## config.mk

```make
export PLATFORM = sky130hd
export DESIGN_NAME = perf_counter_sampler
export DESIGN_NICKNAME = d
export VERILOG_FILES = /design/src/rtl/perf_counter_sampler.sv
export SDC_FILE = /design/constraint.sdc
export NUM_CORES = 1
export LEC_CHECK = 0
export BUFFER_PORTS_ARGS = -buffer_cell sky130_fd_sc_hd__buf_2
export CAP_MARGIN = 20
export CORE_MARGIN = 3
export CORE_UTILIZATION = 30
export DETAILED_ROUTE_END_ITERATION = 6
export PLACE_DENSITY = 0.57
export SLEW_MARGIN = 40
export SYNTH_ARGS = -nofsm -noshare
export SYNTH_HDL_FRONTEND = slang
export SYNTH_SLANG_ARGS = --single-unit
```

## constraint.sdc

```tcl
create_clock -name clk_i -period 10.8 [get_ports clk_i]
set_input_delay 2.16 -clock clk_i [delete_from_list [all_inputs] [get_ports clk_i]]
set_output_delay 2.16 -clock clk_i [all_outputs]
set_load 0.005 [all_outputs]
```

## src/rtl/perf_counter_sampler.sv

```systemverilog
// Periodic performance-counter sweeper: reads a counter address range every
// period_i cycles into a sample FIFO. Optional clear-on-read: PERF_SAMPLER_CLEAR_EN.
module perf_counter_sampler #(
  parameter int XLEN        = 64,
  parameter int FifoDepth   = 8,
  parameter int PeriodWidth = 16
) (
  input  logic                   clk_i,
  input  logic                   rst_ni,
  input  logic                   enable_i,
  input  logic [PeriodWidth-1:0] period_i,
  input  logic [4:0]             first_addr_i,
  input  logic [4:0]             last_addr_i,
  input  logic                   csr_busy_i,
  output logic [4:0]             pc_addr_o,
  output logic                   pc_we_o,
  output logic [XLEN-1:0]        pc_data_o,
  input  logic [XLEN-1:0]        pc_data_i,
  output logic                   smp_valid_o,
  input  logic                   smp_ready_i,
  output logic [4:0]             smp_addr_o,
  output logic [XLEN-1:0]        smp_data_o,
  output logic                   smp_last_o,
  output logic [7:0]             missed_o
);

  localparam int PtrW = $clog2(FifoDepth);

  typedef enum logic {IDLE, SWEEP} state_e;

  typedef struct packed {
    logic [4:0]      addr;
    logic [XLEN-1:0] data;
    logic            last;
  } sample_t;

  state_e                 state_q;
  logic [4:0]             cur_q;
  logic [4:0]             last_q;
  logic [PeriodWidth-1:0] timer_q;
  logic                   enable_q;
  logic [7:0]             missed_q;

  sample_t                fifo_mem [FifoDepth];
  logic [PtrW-1:0]        wptr_q;
  logic [PtrW-1:0]        rptr_q;
  logic [PtrW:0]          count_q;

  logic                   fifo_full;
  logic                   fifo_empty;
  logic                   trigger;
  logic                   issue;
  logic                   pop;
  logic [PeriodWidth-1:0] reload;
  sample_t                head;
  sample_t                push_entry;

  assign fifo_full  = (count_q == (PtrW+1)'(FifoDepth));
  assign fifo_empty = (count_q == '0);
  assign reload     = (period_i == '0) ? '0 : period_i - PeriodWidth'(1);
  assign trigger    = enable_i && enable_q && (timer_q == '0);
  assign issue      = (state_q == SWEEP) && !csr_busy_i && !fifo_full;
  assign pop        = !fifo_empty && smp_ready_i;

  assign push_entry = '{addr: cur_q, data: pc_data_i, last: (cur_q == last_q)};

  // Interval timer: reloads on enable rising edge and on each expiry.
  always_ff @(posedge clk_i or negedge rst_ni) begin
    // NOTE: sequential state uses non-blocking assignments so every flop
    // samples pre-edge values regardless of statement order.
    if (!rst_ni) begin
      enable_q <= 1'b0;
      timer_q  <= '0;
    end else begin
      enable_q <= enable_i;
      if (!enable_i) begin
        timer_q <= '0;
      end else if (!enable_q || timer_q == '0) begin
        timer_q <= reload;
      end else begin
        timer_q <= timer_q - PeriodWidth'(1);
      end
    end
  end

  // Sweep FSM; cur_q is parked at 0 outside a sweep so it drives pc_addr_o directly.
  always_ff @(posedge clk_i or negedge rst_ni) begin
    if (!rst_ni) begin
      state_q <= IDLE;
      cur_q   <= '0;
      last_q  <= '0;
    end else if (!enable_i) begin
      state_q <= IDLE;
      cur_q   <= '0;
    end else begin
      case (state_q)
        IDLE: begin
          if (trigger) begin
            state_q <= SWEEP;
            cur_q   <= first_addr_i;
            last_q  <= (last_addr_i < first_addr_i) ? first_addr_i : last_addr_i;
          end
        end
        SWEEP: begin
          if (issue) begin
            if (cur_q == last_q) begin
              state_q <= IDLE;
              cur_q   <= '0;
            end else begin
              cur_q <= cur_q + 5'd1;
            end
          end
        end
        default: begin
          state_q <= IDLE;
          cur_q   <= '0;
        end
      endcase
    end
  end

  always_ff @(posedge clk_i or negedge rst_ni) begin
    if (!rst_ni) begin
      missed_q <= '0;
    end else if (trigger && state_q == SWEEP && missed_q != 8'hFF) begin
      missed_q <= missed_q + 8'd1;
    end
  end

  // NOTE: the sample storage has no reset; only pointers and count need a
  // defined value, and outputs are gated while the FIFO is empty.
  always_ff @(posedge clk_i) begin
    if (issue) begin
      fifo_mem[wptr_q] <= push_entry;
    end
  end

  always_ff @(posedge clk_i or negedge rst_ni) begin
    if (!rst_ni) begin
      wptr_q  <= '0;
      rptr_q  <= '0;
      count_q <= '0;
    end else begin
      if (issue) wptr_q <= wptr_q + PtrW'(1);
      if (pop)   rptr_q <= rptr_q + PtrW'(1);
      case ({issue, pop})
        2'b10:   count_q <= count_q + (PtrW+1)'(1);
        2'b01:   count_q <= count_q - (PtrW+1)'(1);
        default: count_q <= count_q;
      endcase
    end
  end

  assign head        = fifo_mem[rptr_q];
  assign smp_valid_o = !fifo_empty;
  assign smp_addr_o  = fifo_empty ? '0 : head.addr;
  assign smp_data_o  = fifo_empty ? '0 : head.data;
  assign smp_last_o  = fifo_empty ? 1'b0 : head.last;
  assign missed_o    = missed_q;
  assign pc_addr_o   = cur_q;
  assign pc_data_o   = '0;

`ifdef PERF_SAMPLER_CLEAR_EN
  // Clear shares the read cycle; the pushed sample is the pre-clear value.
  assign pc_we_o = issue;
`else
  assign pc_we_o = 1'b0;
`endif

endmodule
```

# Word level (Yosys, flattened, before mapping)
# Memory sizes are Yosys's and may differ from the RTL's.
# Cells that the tools add are included.
# W data, S select, Z words.
# totals
mem_count	1
word_cells	65
ff_bits	46
ramBits	560
output_inout_bits	149
# classes
n_reduce_logical	18
add_sub_neg	8
eq_ne	7
n_mux	20
order_cmp	1
bitwise_logic	1
# memory_table
name	words	width	rd	rd_ports_with_merged_regs	wr	line_no	rtl
fifo_mem	8	70	1	0	1	44	sample_t fifo_mem [FifoDepth];
# ops
op	count
$mux W64	1
$mux W16	3
$logic_not A16 Y1	2
$sub A16 B1 Y16 const B	2
$mux W5	6
$pmux W5 S2	1
$add A8 B1 Y8 const B	1
$ne A8 B8 Y1 const B	1
$pmux W4 S2	1
$logic_and A1 B1 Y1	7
$mux W1	7
$add A3 B1 Y3 const B	2
$add A5 B1 Y5 const B	1
$eq A5 B5 Y1	1
$lt A5 B5 Y1	1
$add A4 B1 Y4 const B	1
$eq A4 B4 Y1 const B	1
$logic_not A1 Y1	4
$logic_not A4 Y1	1
$sub A4 B1 Y4 const B	1
$ne A3 B2 Y1 const B	1
$ne A3 B3 Y1 const B	1
$reduce_and A3 Y1	1
$eq A2 B1 Y1 const B	1
other kinds (6)	6

# Logic depth before layout (Yosys ltp)
# Gate-level depths: netlist (run 1).
# depth
ltp_word	6
ltp_mapped	10

# Least setup slack after synthesis (run 1)
# OpenSTA, ideal clock, no wires.
# synth_timing
path_kind	input to register
startpoint	input csr_busy_i
endpoint	memory fifo_mem[2][0] (netlist bit), enable pin
slack_ns	0.072
arrival_time_ns	10.032
stages	4
setup_ns	0.695
path_cell_list	nand2b_1 > a21oi_1 > inv_2 > nor4b_1
# synth_via
elab_chain_cells	5
# synth_rtl
element	line_no	rtl
from (decl)	14	input logic csr_busy_i,
$logic_not A1 Y1	62	assign issue = (state_q == SWEEP) && !csr_busy_i && !fifo_full;
$logic_and A1 B1 Y1 (2 in a row)	62	
$mux W1	133	if (issue) begin
$mux W1 (not written as such)	134	fifo_mem[wptr_q] <= push_entry;
to (decl)	44	
# Every way passes these cells.

# Final worst setup path (run 1)
# layout_timing
startpoint	register rptr_q[0]
endpoint	output smp_addr_o[1]
# layout_via
elab_chain_cells	2
# layout_rtl
element	line_no	rtl
from (decl)	46	logic [PtrW-1:0] rptr_q;
from (signal assigned)	145	if (pop) rptr_q <= rptr_q + PtrW'(1);
$mem_v2 Z8 W70	-	
$mux W5	156	assign smp_addr_o = fifo_empty ? '0 : head.addr;
to (decl)	21	output logic [4:0] smp_addr_o,
# Every way passes these cells.

==> flow_summary.toml, run 1 <==
[finish]
final_nets = 1597
fillers = 7535
synthToLayoutAreaGrowth_pct = 17.4
drive_gt1_share_pct = 30.9

[timing]
fin_setup_tns_ns = 0
fmax_mhz = 178
tightest_slew_ns = 0.840
setup_violations = 0
fin_ws_ns = 5.18
slew_violations = 0
fin_crit_ns = 5.62
finalCritPeriodShare_pct = 52.1
finalClockSkew_ns = 0.0258
holdWs_ns = 0.529
maxSlewHeadroom_pct = 44.0
rsz0062_at_grt = "false"
hold_violations = 0

[detailed_routing]
ant_nets = 0
vias_per_cell = 4.66
highest-signal-layer = "met5"
route.detailed.drc = 0
wl_met2_um = 26400
wl_met3_um = 3320
vias = 12100
drt-total-wl_um = 55300
post_drt_wl_per_cell_um = 21.2
drtIter0Drc = 654
drt-met1-wl_um = 24600
drtPass1Iterations = 5

[outcome]
outcome = "completed"

[floorplan]
dieHeight_um = 292
start_util_pct = 30.4
io_pins = 244
core_area_mm2 = 0.0809
rows = 104
dieArea_mm2 = 0.0855
dieWidth_um = 292

[job]
max_cap_viol_count = 0

[critical_path]
cp_slowest_cell = "dfrtp_4"
start_kind = "flop"
cpMostUsedCell = "buf_16"
critPathMaxFanout = 45
slowest_delay_ns = 0.70
worstSetupPathType = "reg -> out"
worstPathRequired_ns = 8.64
crit_chain = "buf_12 -> buf_16 -> buf_16 -> mux4_2 -> mux2i_1 -> nor2_1 -> buf_2"
end_kind = "output pin"
crit_arrival_ns = 3.46

[clock_network]
post_cts_resized = 0
cts_num_sinks = 606
clkLatencyLatePin_ns = 0.59
cts_buffers = 68
path_clk_slew_ns = 0.06
cts_tree = "yes"
cts_max_level = 3
clockBufferDepth = 3
cts_hold_buf = 0
post-cts-setup-buffer-count = 0
root_buffer = "clkbuf_16"

[logic_synthesis]
yosys_warnings = 0
ys_types = 57
synth_edf_count = 560
synth-async-reset-ratio_pct = 7.59
synth_flop_cell = "edfxtp_1"
synthCells = 1271
seq_area_frac_synth_pct = 73.0
synth_seq_cells = 606
syn-cell-area_mm2 = 0.0246
avgSynthCellArea_um2 = 19.4

[global_routing]
grt_max_degree = 77
grt_pass1_wl_um = 83600
grt_pass1_vias = 13100
gr-total-overflow = 0
antenna_found_initial = 8
track_usage_pct = 12.9

[placement]
portBuffers = 178
dpl.hpwl_um = 31600
globalplace.congestion = 0.762
dp_slack_ns = 5.55

[power]
vdd_drop_max_mv = 0.110
powerDensity_mw_per_mm2 = 232
leakage_uw = 0.0100

[worst_hold_path]
hold_path_class = "reg -> reg"
stage by stage:
step | cells | instance area [µm²] | utilization (%) | total power, µW
after global placement | 2471 | 26600 | 32.8 | 4530
after floorplan | 1335 | 24900 | - | 3900
after global routing | 2598 | 28900 | 35.7 | 7070
after CTS | 2597 | 28900 | 35.7 | 6850
after detailed placement | 2476 | 26700 | 33.0 | 4580
final | 2602 | 28900 | 35.7 | 6710
layer usage:
| layer | GRT usage, % | vias to the layer above |
|---|---|---|
| met4 | 3.55 | 10 |
| met3 | 3.62 | 79 |
| met5 | 0 | - |
| met2 | 20.8 | 272 |
| met1 | 17.3 | 6378 |
| li1 | - | 5384 |
synthesized netlist by cell type (all sizes together), types with 5 or more instances:
library cell	instances	area, µm²
a21oi	5	25.0
a31oi	7	43.8
and2	10	62.6
buf	95	637
clkbuf	28	105
dfrtp	46	1150
edfxtp	560	16800
ha	14	175
inv	14	52.6
mux2i	70	701
mux4	140	3150
nand2	33	124
nand3	16	80.1
nand4	11	83.8
nor2	88	330
nor3	12	76.3
nor3b	5	37.5
nor4	6	77.6
o211a	5	50.1
o21ai	10	50.0
o22ai	11	68.8
xnor2	26	228
xor2	14	123
cells in the final DEF (no fill, tap or decap), types with 15 or more instances in the layout:
| cell type | instances |
|---|---|
| nand3_1 | 16 |
| edfxtp_1 | 560 |
| nor2_1 | 87 |
| nand2_1 | 33 |
| clkinv_2 | 15 |
| dfrtp_1 | 43 |
| buf_4 | 16 |
| mux2i_1 | 70 |
| buf_2 | 177 |
| conb_1 | 65 |
| xnor2_1 | 26 |
| mux4_2 | 140 |
| clkbuf_16 | 71 |
power breakdown:
group          internal, µW  switching [µW]
Sequential             2610             125
Combinational           876             859
Clock                  1340             903
worst max-delay path: cells and delay by family (launching register included):
kind | cells | cell delay, ns
AND/OR/NAND/NOR | 1 | 0.11
buffers and inverters | 4 | 1.25
flip-flops | 1 | 0.70
multiplexers | 2 | 0.73
cells by family (layout without fill, tap and decap cells):
| logic type | after synthesis | in the layout | share of synthesized area (%) |
|---|---|---|---|
| xor gates and xnor gates | 40 | 40 | 1.42 |
| other | 1 | 69 | 0.0152 |
| and+or+nand+nor | 203 | 203 | 4.17 |
| DFF | 606 | 606 | 73.0 |
| AOI/OAI and AO/OA | 55 | 55 | 1.56 |
| adders and majority gates | 15 | 15 | 0.793 |
| muxes | 214 | 214 | 15.8 |
| buffers and inverters | 137 | 340 | 3.23 |
state kept, by name (all words and copies together), names as in the netlist, 3 cells and up:
| name | cells |
|---|---|
| fifo_mem | 560 |
| timer_q | 16 |
| missed_o | 8 |
| last_q | 5 |
| pc_addr_o | 5 |
| count_q | 4 |
| rptr_q | 3 |
| wptr_q | 3 |
area by class of cell:
type                       instances  area (µm²)  share of cell area, %
sequential                       606       18000                   62.2
tap                             1060        1330                   4.59
clock inverter                    40         360                   1.25
multi-input combinational        592        6150                   21.3
inverter                          14        52.6                  0.182
clock buffer                      81        1810                   6.27
timing repair buffer             205        1220                   4.22
antenna                            4        10.0                 0.0346
path summary, 6_finish.rpt:
| kind | slack (ns) | startpoint | end | depth (start not counted) |
|---|---|---|---|---|
| max | 5.18 | rptr_q[0]$_DFFE_PN0P_ | smp_addr_o[1] | 7 |
| min | 0.53 | missed_o[7]$_DFFE_PN0P_ | missed_o[7]$_DFFE_PN0P_ | 1 |
| max reg2reg | 7.40 | state_q$_DFF_PN0_ | fifo_mem[3][23]$_DFFE_PP_ | 6 |
| min reg2reg | 0.53 | missed_o[7]$_DFFE_PN0P_ | missed_o[7]$_DFFE_PN0P_ | 1 |
| max in group asynchronous | 8.76 | rst_ni | rptr_q[1]$_DFFE_PN0P_ | 1 |
| min in group asynchronous | 1.57 | rst_ni | enable_q$_DFF_PN0_ | 1 |
No activity file was read; power rests on OpenSTA's default activity.
==> run 2: changes to the inputs <==
--- a/config.mk
+++ b/config.mk
@@ -10,7 +10,7 @@
 export CORE_MARGIN = 3
 export CORE_UTILIZATION = 30
 export DETAILED_ROUTE_END_ITERATION = 6
-export PLACE_DENSITY = 0.57
+export PLACE_DENSITY = 0.59
 export SLEW_MARGIN = 40
 export SYNTH_ARGS = -nofsm -noshare
 export SYNTH_HDL_FRONTEND = slang
==> constraint.sdc (replaced) <==
create_clock -name clk_i -period 5.05 [get_ports clk_i]
set_input_delay 1.01 -clock clk_i [delete_from_list [all_inputs] [get_ports clk_i]]
set_output_delay 1.01 -clock clk_i [all_outputs]
set_load 0.005 [all_outputs]
==> run 2 against run 1 <==
Effect of this change: non-clock buffer count shrank 5; total power increased by 110%; critical path depth is 1 lower; clock skew about the same; hold slack lost 0.083 ns; first-iteration DRC count up 26%; via count increased by 0.31%; register-to-register slack lost 5.2 ns; global-route usage fell by 0.30 points; clock-buffer cell count shrank 2.
==> flow_summary.toml, run 2 (same netlist as run 1, synthesis figures left out) <==
[critical_path]
slowest_delay_ns = 0.60
cp_num_buf_inv = 3
worstSetupPathType = "reg -> out"
start_kind = "flop"
r2r_cells = 5
crit_chain = "buf_12 -> buf_4 -> mux4_2 -> mux2i_1 -> nor2_1 -> buf_2"
worstPathRequired_ns = 4.04
end_kind = "output pin"
crit_arrival_ns = 2.95
cp_slowest_cell = "dfrtp_4"
crit_family = "multiplexers"
critPathMaxFanout = 24
worstSetupPathDepth = 6

[clock_network]
clkLatencyLatePin_ns = 0.61
cts_buffers = 67
root_buffer = "clkbuf_16"
path_clk_slew_ns = 0.06
cts_hold_buf = 0
cts_max_level = 3
cts_num_sinks = 606
clockBufferDepth = 3
cts_tree = "yes"
post_cts_resized = 0
post-cts-setup-buffer-count = 0

[detailed_routing]
post_drt_wl_per_cell_um = 20.9
drtPass1Iterations = 5
route.detailed.drc = 0
vias = 12200
drtIter0Drc = 825
ant_nets = 0
drt-total-wl_um = 54100
vias_per_cell = 4.69

[timing]
fin_crit_ns = 3.96
holdWs_ns = 0.446
maxSlewHeadroom_pct = 47.4
finalCritPeriodShare_pct = 78.4
rsz0062_at_grt = "false"
fin_setup_tns_ns = 0
finalClockSkew_ns = 0.0260
fmax_mhz = 252
slew_violations = 0
hold_violations = 0
setup_violations = 0
tightest_slew_ns = 0.786

[global_routing]
use_met3_pct = 3.24
gr-total-overflow = 0
grt_most_used_layer = "met2"
antenna_found_initial = 9
track_usage_pct = 12.6
grt_pass1_vias = 13000
grt_max_degree = 71
global_route.usage.met1_pct = 16.6
grt_pass1_wl_um = 81800
met2_usage_pct = 20.6

[finish]
largest_register_ffs = 560
drive_gt1_share_pct = 30.4
top_register = "fifo_mem"
final_common_cell = "edfxtp_1"
final_area_mm2 = 0.0289
final_cells = 2593
mostFrequentLayoutCells = "edfxtp_1, buf_2, mux4_2, nor2_1, mux2i_1"
final_nets = 1591
utilization_pct = 35.7
synthToLayoutAreaGrowth_pct = 17.5

[floorplan]
core_area_mm2 = 0.0809
start_util_pct = 30.4
dieHeight_um = 292
io_pins = 244
dieArea_mm2 = 0.0855
rows = 104
dieWidth_um = 292

[power]
leakage_uw = 0.00996
powerDensity_mw_per_mm2 = 491
vdd_drop_max_mv = 0.273

[outcome]
outcome = "completed"

[placement]
portBuffers = 178
dpl.cell_count = 2471
globalplace.congestion = 0.740
place_area_mm2 = 0.0268
dpl.hpwl_um = 30100

[worst_hold_path]
hold_path_class = "in -> async"

[job]
max_cap_viol_count = 0
[run 2: final timing paths]
| kind | startpoint | end | slack [ns] |
|---|---|---|---|
| setup / recovery | rptr_q[0]$_DFFE_PN0P_ | smp_data_o[52] | 1.09 |
| hold / removal | rst_ni | timer_q[5]$_DFF_PN0_ | 0.45 |
| setup reg to reg | state_q$_DFF_PN0_ | fifo_mem[6][28]$_DFFE_PP_ | 2.18 |
| hold reg to reg | missed_o[7]$_DFFE_PN0P_ | missed_o[7]$_DFFE_PN0P_ | 0.50 |
| max in group asynchronous | rst_ni | rptr_q[2]$_DFFE_PN0P_ | 4.15 |
| min in group clk_i | missed_o[7]$_DFFE_PN0P_ | missed_o[7]$_DFFE_PN0P_ | 0.50 |
[run 2: report_power, final]
part | total (µW) | switching, µW | internal [µW] | leakage [µW]
sequential | 5790 | 213 | 5580 | 0.00568
combinational | 3800 | 1910 | 1890 | 0.00327
clock | 4610 | 1950 | 2660 | 0.00101
[run 2: cell type report]
class	instances	area (µm²)
Clock buffer	79	1760
Clock inverter	39	309
Antenna cell	3	7.51
Inverter	14	52.6
Timing Repair Buffer	200	1270
Fill cell	7638	52000
Multi-Input combinational cell	592	6210
Sequential cell	606	18000
Tap cell	1060	1330
[run 2: stage by stage]
stage,power (µW),setup WS (ns)
after floorplan,8340,-1.03
after global placement,9740,1.48
after detailed placement,9800,1.40
after CTS,14500,0.797
after global routing,14900,0.862
final,14200,1.09
[run 2: routing by layer]
metal | part of all wire, % | wire, µm
met1 | 44 | 23600
met4 | 2.2 | 1200
met2 | 48 | 26200
met3 | 5.6 | 3030
met5 | 0.13 | 70
